`src/rtl/serial_frame_deser.sv`:
```
// rtl/serial_frame_deser.sv - sync-word hunting serial-to-parallel frame deserialiser
module serial_frame_deser #(
    parameter int                SYNC_W   = 4,
    parameter logic [SYNC_W-1:0] SYNC_PAT = 4'b1011,
    parameter int                DATA_W   = 8,
    parameter int                CNT_W    = 8
) (
    input  logic              clk,
    input  logic              rst_n,
    input  logic              d_in,
    input  logic              en,
    output logic [DATA_W-1:0] data_out,
    output logic              data_valid,
    output logic              sync_lock,
    output logic              sync_err,
    output logic [CNT_W-1:0]  frame_cnt
);

    localparam int MAX_W = (DATA_W > SYNC_W) ? DATA_W : SYNC_W;
    localparam int CW    = $clog2(MAX_W + 1);

    typedef enum logic [1:0] {
        HUNT  = 2'd0,
        SHIFT = 2'd1,
        CHECK = 2'd2
    } state_t;

    state_t              state_q, state_d;
    logic [SYNC_W-1:0]   hunt_q, hunt_d;
    logic [DATA_W-1:0]   data_q, data_d;
    logic [CW-1:0]       bit_cnt_q, bit_cnt_d;
    logic [DATA_W-1:0]   data_out_q, data_out_d;
    logic                data_valid_q, data_valid_d;
    logic                sync_lock_q, sync_lock_d;
    logic                sync_err_q, sync_err_d;
    logic [CNT_W-1:0]    frame_cnt_q, frame_cnt_d;

    logic [SYNC_W-1:0]   hunt_shift;
    logic [DATA_W-1:0]   data_shift;

    assign hunt_shift = {hunt_q[SYNC_W-2:0], d_in};
    assign data_shift = {data_q[DATA_W-2:0], d_in};

    always_comb begin
        state_d      = state_q;
        hunt_d       = hunt_q;
        data_d       = data_q;
        bit_cnt_d    = bit_cnt_q;
        data_out_d   = data_out_q;
        data_valid_d = 1'b0;
        sync_err_d   = 1'b0;
        frame_cnt_d  = frame_cnt_q;

        if (en) begin
            case (state_q)
                HUNT: begin
                    hunt_d = hunt_shift;
                    if (hunt_shift == SYNC_PAT) begin
                        state_d   = SHIFT;
                        bit_cnt_d = '0;
                    end
                end
                SHIFT: begin
                    data_d    = data_shift;
                    bit_cnt_d = bit_cnt_q + CW'(1);
                    if (bit_cnt_q == CW'(DATA_W - 1)) begin
                        data_out_d   = data_shift;
                        data_valid_d = 1'b1;
                        if (frame_cnt_q != {CNT_W{1'b1}}) begin
                            frame_cnt_d = frame_cnt_q + CNT_W'(1);
                        end
                        bit_cnt_d = '0;
                        state_d   = CHECK;
                    end
                end
                CHECK: begin
                    // The hunt register doubles as the inter-frame sync collector.
                    hunt_d    = hunt_shift;
                    bit_cnt_d = bit_cnt_q + CW'(1);
                    if (bit_cnt_q == CW'(SYNC_W - 1)) begin
                        bit_cnt_d = '0;
                        if (hunt_shift == SYNC_PAT) begin
                            state_d = SHIFT;
                        end else begin
                            state_d    = HUNT;
                            sync_err_d = 1'b1;
                            hunt_d     = '0;
                        end
                    end
                end
                default: begin
                    state_d   = HUNT;
                    hunt_d    = '0;
                    bit_cnt_d = '0;
                end
            endcase
        end

        sync_lock_d = (state_d != HUNT);
    end

    always_ff @(posedge clk or negedge rst_n) begin
        if (!rst_n) begin
            state_q      <= HUNT;
            hunt_q       <= '0;
            data_q       <= '0;
            bit_cnt_q    <= '0;
            data_out_q   <= '0;
            data_valid_q <= 1'b0;
            sync_lock_q  <= 1'b0;
            sync_err_q   <= 1'b0;
            frame_cnt_q  <= '0;
        end else begin
            state_q      <= state_d;
            hunt_q       <= hunt_d;
            data_q       <= data_d;
            bit_cnt_q    <= bit_cnt_d;
            data_out_q   <= data_out_d;
            data_valid_q <= data_valid_d;
            sync_lock_q  <= sync_lock_d;
            sync_err_q   <= sync_err_d;
            frame_cnt_q  <= frame_cnt_d;
        end
    end

    assign data_out   = data_out_q;
    assign data_valid = data_valid_q;
    assign sync_lock  = sync_lock_q;
    assign sync_err   = sync_err_q;
    assign frame_cnt  = frame_cnt_q;

endmodule

```
`config.mk`:
```
export PLATFORM = sky130hd
export DESIGN_NAME = serial_frame_deser
export DESIGN_NICKNAME = d
export VERILOG_FILES = /design/src/rtl/serial_frame_deser.sv
export SDC_FILE = /design/constraint.sdc
export NUM_CORES = 1
export LEC_CHECK = 0
export CORE_ASPECT_RATIO = 1.75
export CORE_MARGIN = 1.5
export CORE_UTILIZATION = 48
export DETAILED_ROUTE_END_ITERATION = 12
export PLACE_DENSITY_LB_ADDON = 0.1
export SLEW_MARGIN = 20
export SYNTH_ARGS = -nofsm -noshare
export SYNTH_HDL_FRONTEND = slang
export SYNTH_SLANG_ARGS = --single-unit
```
`constraint.sdc`:
```
create_clock -name clk -period 2.2 [get_ports clk]
set_clock_uncertainty 0.1 [all_clocks]
set_input_delay 0.22 -clock clk [delete_from_list [all_inputs] [get_ports clk]]
set_output_delay 0.22 -clock clk [all_outputs]
set_load 0.005 [all_outputs]
```
==> reports/metrics.yaml <==
synthesis:
  synth_compound_area_frac: 0.1140
  syn_nets: 154
  syn_area_per_cell_um2: 11.90
  synthSimpleGateAreaFrac: 0.1549
  synth_xor_area_frac: 0.01534
  synthArstFlopShare: 1.000
  synth-edff-count: 0
  synth_cells: 144
  ys_seq_area_frac: 0.5113
  yosysWarnings: 0
  synth_mux_area_frac: 0.1264
  netlist_area_um2: 1713
  ys.flop_type: "dfrtp_1"
  synth_cell_types: 48
  synth_top_family_by_area: "simple AND/OR/NAND/NOR gates"
  ys_seq_elements: 35
  yosys.area_share.adder: 0.04383
timing:
  tightest_slew_ns: 0.4463
  drv_slew: 0
  tns_ns: 0
  fin_crit_sh: 0.8991
  hold_viol: 0
  setup_viol: 0
  fin_crit_ns: 1.978
  slew_headroom: 0.7024
  max_freq_ghz: 0.5056
  rsz0062_at_grt: "false"
  setup_slack_ns: 0.2221
worst_setup_path:
  crit_arrival_ns: 2.04
  critPathMaxFanout: 11
  reg2reg_from: "bit_cnt_q[0]$_DFFE_PN0P_"
  crit_type: "reg -> reg"
  end_kind: "flop"
  required_ns: 2.26
  r2r_setup_slack_ns: 0.22
  worst_r2r_path_depth: 6
  start_kind: "flop"
  r2r-end: "data_out[2]$_DFFE_PN0P_"
clocking:
  cts_setup_buffers: 0
  clk_pin_slew_worst_paths_ns: 0.07
  cts_made_buffers: 5
  cts_sinks: 35
  clk_latency_ns: 0.28
  post_cts_resized: 0
  cts-hold-fix-buffers: 0
  cts_root_buf: "clkbuf_8"
  clockBufferDepth: 2
  cts_tree: "done"
  htreeDepth: 2
detailed_routing:
  drc: 0
  firstDrtPassIters: 5
  avgViaCountPerCell: 5.671
  ant_nets: 0
  dr_total_vias: 1242
  wl_per_cell_um: 15.60
  first_iter_violations: 40
  wl_mm: 3.416
layout:
  diodes: 0
  drive_gt1_frac: 0.1954
  nets: 183
  stdcell_area_um2: 2116
  area_delta_synth_final_pct: 23.52
floorplanning:
  initial_core_util: 0.5041
  die_w_um: 48.16
  row_count: 28
  ioPinCount: 23
  fp.coreArea_um2: 3398
  dieArea_um2: 3950
  die_height_um: 82.03
power:
  power.density_nw_per_um2: 1075
  leakage_uw: 0.0009701
  peakVddDrop_mv: 0.7020
  intPower_uw: 1584
  p_switching_uw: 691.8
  seq_power_share: 0.427
  clockPowerShare: 0.260
  p_sw_frac: 0.3040
  p_comb_frac: 0.313
outcome:
  outcome: "complete, no violations"
placed_design:
  placed_cell_area_um2: 1998
  place_ws_ns: 0.2245
  hpwl_mm: 2.546
  gp_congestion: 0.7772
  port_buffers: 22
global_routing:
  track_usage: 0.2073
  antenna_found_initial: 0
  grt_pass1_wl_mm: 5.761
  grt_max_degree: 36
  grt_pass1_vias: 1281
  grt-ovfl-total: 0
min_path:
  hold_path_class: "in -> async"
job:
  cap_violations: 0
## cell type report
type | count | area (um2)
tap | 45 | 56.30
fill | 283 | 1282
sequential | 35 | 875.8
clock inverter | 2 | 35.03
multi-input combinational | 96 | 778.2
timing repair buffer | 27 | 257.7
clock buffer | 6 | 82.58
inverter | 8 | 30.03
## logic make-up after synthesis
logic type,Yosys count
buffers and inverters,13
AO/OA/AOI/OAI,27
flip-flops,35
XOR/XNOR,3
AND/OR/NAND/NOR,41
adder cells (fa/ha/maj),6
multiplexers,19
## metal layers
metal	GRT usage	up-vias	share of wire
li1	-	573	-
met4	0.09189	0	0.025
met5	0	-	0
met3	0.04615	9	0.038
met2	0.3421	36	0.56
met1	0.2446	624	0.37
## critical path: stages, from the launching register on
cell and delay (ns):
dfrtp_1 0.38, ha_1 0.27, nand3b_2 0.17, nand2b_2 0.24
inv_2 0.19, buf_4 0.18, mux2_1 0.32
## flip-flops by register name (all words and copies together) (netlist names)
name / cells
hunt_q: 3
frame_cnt: 8
data_q: 7
data_out: 8
state_q: 2
sync_lock: 1
bit_cnt_q: 4
data_valid: 1
sync_err: 1
## power groups by stage
stage	clock (uW)	combinational (uW)	sequential, uW
floorplan	0	482	936
global placement	0	686	974
detailed placement	0	719	987
CTS	615	722	974
global route	635	797	999
finish	592	712	972
## worst max path at each step
stage | from | to | depth (start not counted)
6_report | bit_cnt_q[0]$_DFFE_PN0P_ | data_out[2]$_DFFE_PN0P_ | 6
5_1_grt | state_q[1]$_DFF_PN0_ | frame_cnt[7]$_DFFE_PN0P_ | 6
4_1_cts | state_q[1]$_DFF_PN0_ | frame_cnt[7]$_DFFE_PN0P_ | 6
3_5_place_dp | state_q[1]$_DFF_PN0_ | frame_cnt[7]$_DFFE_PN0P_ | 6
3_3_place_gp | state_q[1]$_DFF_PN0_ | frame_cnt[7]$_DFFE_PN0P_ | 6
2_1_floorplan | state_q[1]$_DFF_PN0_ | data_out[1]$_DFFE_PN0P_ | 8
## cell usage in the layout, fill, tap and decap left out, types with 2 or more instances in the layout
cell	n
xnor2_1	3
mux2_1	7
o21ai_0	7
nor3_1	2
and2_1	3
nand3_1	6
nand2b_1	3
ha_1	6
and3_1	2
buf_4	5
a31o_2	2
clkbuf_8	6
a21oi_1	3
clkdlybuf4s50_1	22
dfrtp_1	35
nand4_1	3
inv_1	7
nand2_1	9
nor2b_1	2
mux2_2	10
o31ai_1	2
## through the flow
stage	std cells	power, uW	hold slack [ns]	utilization
after global routing	219	2431	0.2857	0.6226
after floorplan	144	1418	-0.1756	-
after detailed placement	211	1706	0.3740	0.5880
final	219	2275	0.2461	0.6226
after global placement	211	1661	0.3685	0.5880
after CTS	219	2311	0.2525	0.6226
## Yosys cell counts (all sizes together), types with 3 or more instances
cell type  instances  area [um2]
ha                 6       75.07
xnor2              3       26.28
nand3              6       30.03
o21ai              8       40.03
buf                3       21.27
nand4              3       18.77
inv                8       30.03
and2               3       18.77
a21oi              4       23.77
nand2b             4       27.53
dfrtp             35       875.8
mux2              18       206.5
nand2              9       33.78
Power figures use the tool's default switching activity.
